--- config.mk ---
export PLATFORM = sky130hd
export DESIGN_NAME = seq_div_flat
export DESIGN_NICKNAME = d
export VERILOG_FILES = /design/src/rtl/seq_div_if.sv /design/src/rtl/seq_div.sv /design/src/flat_wrapper.sv
export SDC_FILE = /design/constraint.sdc
export NUM_CORES = 1
export LEC_CHECK = 0
export CELL_PAD_IN_SITES_DETAIL_PLACEMENT = 1
export CELL_PAD_IN_SITES_GLOBAL_PLACEMENT = 1
export CORE_UTILIZATION = 35
export DETAILED_ROUTE_END_ITERATION = 7
export PLACE_DENSITY_LB_ADDON = 0.2
export SLEW_MARGIN = 20
export SYNTH_ARGS = -nofsm -noshare
export SYNTH_HDL_FRONTEND = slang
export SYNTH_SLANG_ARGS = --single-unit
--- constraint.sdc ---
create_clock -name clk -period 2.2 [get_ports clk]
set_clock_uncertainty 0.05 [all_clocks]
set_input_delay 0.44 -clock clk [delete_from_list [all_inputs] [get_ports clk]]
set_output_delay 0.44 -clock clk [all_outputs]
set_load 0.03 [all_outputs]
--- src/rtl/seq_div_if.sv ---
// Operand/result handshake bundle for the iterative divider.
// The master drives operands and result acceptance; the divider is the slave.
interface seq_div_if #(
    parameter int unsigned WIDTH = 16
) ();
    logic             in_valid;
    logic             in_ready;
    logic [WIDTH-1:0] a;
    logic [WIDTH-1:0] b;
    logic             out_valid;
    logic             out_ready;
    logic [WIDTH-1:0] quotient;
    logic [WIDTH-1:0] remainder;
    logic             div_by_zero;

    modport master (
        output in_valid, a, b, out_ready,
        input  in_ready, out_valid, quotient, remainder, div_by_zero
    );

    modport slave (
        input  in_valid, a, b, out_ready,
        output in_ready, out_valid, quotient, remainder, div_by_zero
    );
endinterface

--- src/rtl/seq_div.sv ---
// Iterative unsigned restoring divider: one quotient bit per cycle, MSB first,
// fixed WIDTH-cycle latency, valid/ready on operands and results.
module seq_div #(
    parameter int unsigned WIDTH = 16
) (
    input  logic     clk,
    input  logic     rst,
    seq_div_if.slave bus
);
    localparam int unsigned     CW   = $clog2(WIDTH + 1);
    localparam logic [CW-1:0]   LAST = CW'(WIDTH - 1);

    typedef enum logic [1:0] {
        IDLE = 2'd0,
        BUSY = 2'd1,
        DONE = 2'd2
    } state_e;

    state_e           state_q, state_d;
    logic [WIDTH-1:0] dvd_q, dvd_d;
    logic [WIDTH-1:0] dvs_q, dvs_d;
    logic [WIDTH-1:0] rem_q, rem_d;
    logic [WIDTH-1:0] quo_q, quo_d;
    logic [CW-1:0]    cnt_q, cnt_d;
    logic             dbz_q, dbz_d;

    logic             in_ready;
    logic             out_valid;
    logic             accept;
    logic             last_step;
    logic [WIDTH:0]   r_shift;
    logic [WIDTH-1:0] r_sub;
    logic             ge;

    assign accept    = bus.in_valid && in_ready;
    assign last_step = (cnt_q == LAST);

    // The WIDTH+1-bit partial remainder is formed here from the stored WIDTH-bit
    // value; after each step it is always < divisor, so the top bit never needs storing.
    assign r_shift = {rem_q, dvd_q[WIDTH-1]};
    assign ge      = (r_shift >= {1'b0, dvs_q});
    assign r_sub   = r_shift[WIDTH-1:0] - dvs_q;

    always_ff @(posedge clk) begin
        if (rst) begin
            state_q <= IDLE;
        end else begin
            state_q <= state_d;
        end
    end

    always_comb begin
        state_d = state_q;
        case (state_q)
            IDLE:    if (accept)        state_d = BUSY;
            BUSY:    if (last_step)     state_d = DONE;
            DONE:    if (bus.out_ready) state_d = IDLE;
            default:                    state_d = IDLE;
        endcase
    end

    always_comb begin
        in_ready  = (state_q == IDLE) && !rst;
        out_valid = (state_q == DONE);
    end

    always_comb begin
        dvd_d = dvd_q;
        dvs_d = dvs_q;
        rem_d = rem_q;
        quo_d = quo_q;
        cnt_d = cnt_q;
        dbz_d = dbz_q;
        case (state_q)
            IDLE: begin
                if (accept) begin
                    dvd_d = bus.a;
                    dvs_d = bus.b;
                    dbz_d = (bus.b == '0);
                    rem_d = '0;
                    quo_d = '0;
                    cnt_d = '0;
                end
            end
            BUSY: begin
                rem_d = ge ? r_sub : r_shift[WIDTH-1:0];
                quo_d = {quo_q[WIDTH-2:0], ge};
                dvd_d = {dvd_q[WIDTH-2:0], 1'b0};
                cnt_d = cnt_q + 1'b1;
            end
            default: ;
        endcase
    end

    always_ff @(posedge clk) begin
        if (rst) begin
            dvd_q <= '0;
            dvs_q <= '0;
            rem_q <= '0;
            quo_q <= '0;
            cnt_q <= '0;
            dbz_q <= 1'b0;
        end else begin
            dvd_q <= dvd_d;
            dvs_q <= dvs_d;
            rem_q <= rem_d;
            quo_q <= quo_d;
            cnt_q <= cnt_d;
            dbz_q <= dbz_d;
        end
    end

    assign bus.in_ready    = in_ready;
    assign bus.out_valid   = out_valid;
    assign bus.quotient    = quo_q;
    assign bus.remainder   = rem_q;
    assign bus.div_by_zero = dbz_q;
endmodule

--- src/flat_wrapper.sv ---
// flat-port wrapper written by rule: the top's interface ports become plain ports
module seq_div_flat 
#(
    parameter int unsigned WIDTH = 16
)
  (clk, rst, bus_in_valid, bus_a, bus_b, bus_out_ready, bus_in_ready, bus_out_valid, bus_quotient, bus_remainder, bus_div_by_zero);
  seq_div_if #(.WIDTH(WIDTH)) bus_i ();
  input  logic clk;
  input  logic rst;
  input wire logic [$bits(bus_i.in_valid)-1:0] bus_in_valid;
  input wire logic [$bits(bus_i.a)-1:0] bus_a;
  input wire logic [$bits(bus_i.b)-1:0] bus_b;
  input wire logic [$bits(bus_i.out_ready)-1:0] bus_out_ready;
  output wire logic [$bits(bus_i.in_ready)-1:0] bus_in_ready;
  output wire logic [$bits(bus_i.out_valid)-1:0] bus_out_valid;
  output wire logic [$bits(bus_i.quotient)-1:0] bus_quotient;
  output wire logic [$bits(bus_i.remainder)-1:0] bus_remainder;
  output wire logic [$bits(bus_i.div_by_zero)-1:0] bus_div_by_zero;
  assign bus_i.in_valid = bus_in_valid;
  assign bus_i.a = bus_a;
  assign bus_i.b = bus_b;
  assign bus_i.out_ready = bus_out_ready;
  assign bus_in_ready = bus_i.in_ready;
  assign bus_out_valid = bus_i.out_valid;
  assign bus_quotient = bus_i.quotient;
  assign bus_remainder = bus_i.remainder;
  assign bus_div_by_zero = bus_i.div_by_zero;
  seq_div #(.WIDTH(WIDTH)) u_core (.clk(clk), .rst(rst), .bus(bus_i));
endmodule
**After elaboration in Yosys (flattened, before gate mapping)**

Cells that the tools add are included.

- Bits in registers: 72
- Bits in latches: 0
- RAM bits: 0
- ROM bits: 0
- Bits of input ports: 36
- Output and inout port bits: 35
- Logic and storage cells: 37
- Memories kept: 0

- Add/subtract/negate cells: 2
- $mul: 0
- Divide/modulo/power cells: 0
- Order comparisons: 1
- Equality and inequality tests: 6
- Shift-type cells: 0
- Mux-type cells: 12
- Bitwise gates (word level): 0
- Reduce and logical (&&, ||, !) cells: 9

Operators by type and width:

| kind | count |
|---|---|
| case mux 16 bit (2 select lines) | 3 |
| 2-to-1 mux 16 bit | 3 |
| greater-or-equal comparator 17 x 16 -> 1 bit | 1 |
| zero test 16 bit | 1 |
| subtractor 16 bit | 1 |
| case mux 5 bit (2 select lines) | 1 |
| 2-to-1 mux 2 bit | 3 |
| case mux 2 bit (3 select lines) | 1 |
| adder 5 x 1 -> 5 bit, second input constant | 1 |
| equality test 5 x 4 -> 1 bit, second input constant | 1 |
| 2-to-1 mux 5 bit | 1 |
| inequality test 2 x 1 -> 1 bit, second input constant | 2 |
| AND reduction 2 bit | 2 |
| AND reduction 3 bit | 1 |
| equality test 2 x 1 -> 1 bit, second input constant | 1 |
| equality test 2 bit, second input constant | 1 |
| logical AND 1 bit | 2 |
| zero test 2 bit | 1 |
| inequality test 2 bit, second input constant | 1 |
| nonzero test 2 bit | 1 |
| zero test 1 bit | 1 |

**Logic depth before layout (Yosys ltp)**

- Word-level depth: 5
- Depth in mapped cells: 10
- Gate-level depth less buffers: 9

**Worst setup path after synthesis**

Ideal clock, no wire load.

- Path type: register -> register
- Start: register u_core.rem_q[0] (netlist: u_core.bus.remainder[0])
- End: register u_core.rem_q[10] (netlist: u_core.bus.remainder[10])
- Library setup time: 0.079 ns
- Arrival time: 2.266 ns
- Required time: 2.071 ns
- Slack: -0.195 ns
- Stages on the path, launching flop included: 9
- Buffers on the path: 1
- Period minus slack after synthesis: 2.395 ns
- Path through: dfxtp_1 -> ha_1 -> nor2b_1 -> o31a_1 -> a31oi_2 -> a2111oi_4 -> or2_2 -> clkbuf_1 -> o211ai_1

- Word-level cells in the longest chain between the ends: 3
- Elaborated cells on any way between the ends: 4
- Those cells by class: add/sub (1); order compare (1); mux (2)

RTL lines:

| what | RTL line | RTL |
|---|---|---|
| start: declaration | seq_div.sv:22 | `logic [WIDTH-1:0] rem_q, rem_d;` |
| start signal: assignment | seq_div.sv:106 | `rem_q <= rem_d;` |
| subtractor 16 bit / greater-or-equal comparator 17 x 16 -> 1 bit (equally long branches) | seq_div.sv:42, seq_div.sv:41 |  |
| 2-to-1 mux 16 bit * | seq_div.sv:86 | `rem_d = ge ? r_sub : r_shift[WIDTH-1:0];` |
| case mux 16 bit (2 select lines) * | seq_div.sv:74 | `case (state_q)` |

Mark *: on every way between the ends. The rest lies on a longest branch, timed or not.
A chain may end at the register's enable or synchronous reset.

**Worst setup path in the final report**

- Start: register u_core.rem_q[0] (netlist: u_core.bus.remainder[0])
- End: register u_core.rem_q[15] (netlist: u_core.bus.remainder[15])

The elaborated chain is that of the path after synthesis.

==> impl_metrics.toml <==
[setup_path]
reg2reg_to = "u_core.bus.remainder[15]"
critical_path.max_fanout = 3
reg2reg_depth = 9
crit_arrival_ns = 2.50
crit_required_ns = 2.38
r2r_setup_slack_ns = -0.12
path_delay_family = "compound AO/OA/AOI/OAI gates"
critPathKind = "flip-flop to flip-flop"
r2r_start = "u_core.bus.remainder[0]"
start_kind = "flip-flop"
crit_path_cell_trace = "ha_4 > nor2b_2 > o31a_1 > buf_4 > o21ai_0 > buf_4 > o21ai_0 > xnor2_1 > o21ai_2"
cpPeakStageDelay_ns = 0.36
end_kind = "flip-flop"
critPathSlowestCell = "dfxtp_4"
path_buf_inv = 2

[worst_hold_path]
hp-start = "u_core.bus.quotient[4]"
hold_end = "u_core.bus.quotient[5]"
hp-class = "flip-flop to flip-flop"
whs_path_depth = 2

[cells_and_area]
drive_above_1_share_pct = 28.59
syn_to_final_growth_pct = 54.31
finalCoreUtilization_pct = 55.39
layout_common_cells = "100 x nand2_1, 87 x buf_4, 67 x clkdlybuf4s50_1"
fill_cells = 1294
layout.nets = 704
final_common_cell = "nand2_1"
insertedDiodeCount = 0

[synth]
syn_area_per_cell_um2 = 7.751
yosys.cell_types.count = 57
async_flop_share_pct = 0
synthCells = 502
synthesis.area_um2 = 3891
synth_edf_count = 0
seq_area_frac_synth_pct = 37.04
yosys_register_bits = 72
syn_nets = 557
synth-main-ff-cell = "dfxtp_1"
synth-warning-count = 0

[clock_network]
htree_levels = 3
cts-root-buf = "clkbuf_8"
clk_pin_slew_ns = 0.08
clock-sinks = 72
postCtsHoldBufs = 0
cts_tree = "built"
clock_latency_ns = 0.36
clock_path_buffers = 2
cts_made_buffers = 9

[place]
dp_hpwl_um = 9849
place.gp.congestion = 0.8819
port_buffers = 70

[outcome]
failed_checks = "negative setup slack"
status = "finished, violations left"

[routing]
wirelength_um = 14600
detail-route-antenna-nets = 0
firstDrtPassIters = 4
wl_per_cell_um = 18.39
vias = 4326
drc_errors = 0
first_iter_violations = 156
via_per_inst = 5.448

[timing]
slew_headroom_pct = 62.45
timing.final.ws_setup_ns = -0.1204
fin_tns_setup_ns = -0.8234
hold_viol_final = 0
tightest_slew_ns = 0.5581
finalSetupViolCount = 16
fin_crit_ns = 2.320
min_period_over_period_pct = 105.5
fmax_mhz = 431.0
maxSlewViolCount = 0
rsz0062_at_grt = "true"

[floorplan]
die_x_um = 107.4
start_util_pct = 35.90
die_area_um2 = 11540
boundaryPins = 71
die_h_um = 107.4
core_region_area_um2 = 10840
num_rows = 38

[global_routing]
grt_pass1_vias = 4585
grt_max_degree = 48
grt_usage_pct = 25.03
grt_pass1_wl_um = 22490
grt_overflow = 0
antenna_found_initial = 0

[power]
pwr_density_cell_nw_per_um2 = 1417
leakage_nw = 2.351
vdd_ir_drop_max_v = 0.0006011

[run]
drv_cap = 0
## per-layer routing
layer | track usage (%) | up-vias | wire length [µm]
met3 | 3.148 | 20 | 334
met5 | 0 | - | 0
li1 | - | 2091 | -
met4 | 7.828 | 0 | 317
met2 | 45.76 | 82 | 7553
met1 | 30.27 | 2133 | 6392
## registers in the layout, summed over array words and instances (netlist names)
| name | flops |
|---|---|
| u_core.bus.quotient | 16 |
| u_core.bus.remainder | 16 |
| u_core.dvd_q | 16 |
| u_core.dvs_q | 16 |
| u_core.cnt_q | 5 |
| u_core.state_q | 2 |
| u_core.bus.div_by_zero | 1 |
## synthesized netlist by cell type (all sizes together) (6+ instances only)
cell / number / area share [%]
o31a: 6 / 1.4
ha: 18 / 5.8
o21ai: 24 / 3.1
a21oi: 29 / 3.7
nor3: 9 / 1.2
buf: 9 / 1.3
xnor2: 6 / 1.4
nand3: 24 / 3.1
o31ai: 16 / 3.1
a311oi: 16 / 3.6
dfxtp: 72 / 37
nor2: 38 / 3.7
o211ai: 13 / 2.5
nand2: 100 / 9.6
inv: 24 / 2.3
o21a: 6 / 1.2
clkbuf: 27 / 2.6
## worst max-delay path by stage
| stage | start | endpoint | slack, ns | depth (start not counted) |
|---|---|---|---|---|
| 4_1_cts | u_core.dvs_q[2] | u_core.bus.remainder[9] | -0.11 | 9 |
| 6_report | u_core.bus.remainder[0] | u_core.bus.remainder[15] | -0.12 | 9 |
| 3_5_place_dp | u_core.dvs_q[12] | u_core.bus.remainder[1] | -0.22 | 10 |
| 2_1_floorplan | u_core.bus.remainder[9] | u_core.bus.remainder[1] | 0.003 | 8 |
| 3_3_place_gp | bus_in_valid | u_core.bus.remainder[3] | -0.16 | 6 |
| 5_1_grt | u_core.dvs_q[8] | u_core.bus.remainder[15] | -0.19 | 11 |
## stage by stage
stage | hold slack (ns) | total power, W | worst slack [ns] | std cells | cell area (µm²)
final | 0.4213 | 0.008511 | -0.1204 | 794 | 6005
after global routing | 0.4485 | 0.008929 | -0.1915 | 794 | 6005
after CTS | 0.4253 | 0.008052 | -0.1106 | 793 | 5883
after detailed placement | 0.4126 | 0.006089 | -0.2228 | 762 | 5421
after global placement | 0.4050 | 0.005939 | -0.1595 | 762 | 5421
after floorplan | 0.3895 | 0.004169 | 0.002936 | 502 | 4031
## power by group
group	leakage (nW)	switching, W	internal [W]
Combinational	1.64	0.00294	0.00271
Sequential	0.596	0.000136	0.00148
Clock	0.118	0.000564	0.000677
## logic make-up (layout without fill, tap and decap cells)
logic type	count (synthesis)	in the layout	share of synthesized area [%]
flops	72	72	37.04
simple gates	206	206	23.54
mux	2	2	0.5466
compound gates	135	136	24.60
fa+ha+maj	19	19	6.302
buf+inv	60	211	6.174
xor+xnor	8	8	1.801
## worst reg2reg max path, cell delays in order (launching register included)
cell     delay, ns
dfxtp_4       0.36
ha_4          0.24
nor2b_2       0.15
o31a_1        0.32
buf_4         0.16
o21ai_0       0.19
buf_4         0.17
o21ai_0       0.18
xnor2_1       0.28
o21ai_2       0.09
## layout make-up
| cell class | instances | area, µm² | area share (%) |
|---|---|---|---|
| clock inverters | 6 | 88.84 | 1.479 |
| well taps | 140 | 175.2 | 2.917 |
| inverters | 24 | 90.09 | 1.500 |
| repair buffers | 171 | 1525 | 25.40 |
| flip-flops and latches | 72 | 1468 | 24.44 |
| clock buffers | 10 | 137.6 | 2.292 |
| multi-input cells | 371 | 2520 | 41.97 |
## timing repair
item | 4_1_cts | 5_1_grt
gates cloned | 2 | 0
resized for setup | 47 | 25
endpoints found under the setup margin | 18 | 18
pin swaps | 21 | 17
setup buffers | 13 | 1
No activity file was read; power rests on OpenSTA's default activity.
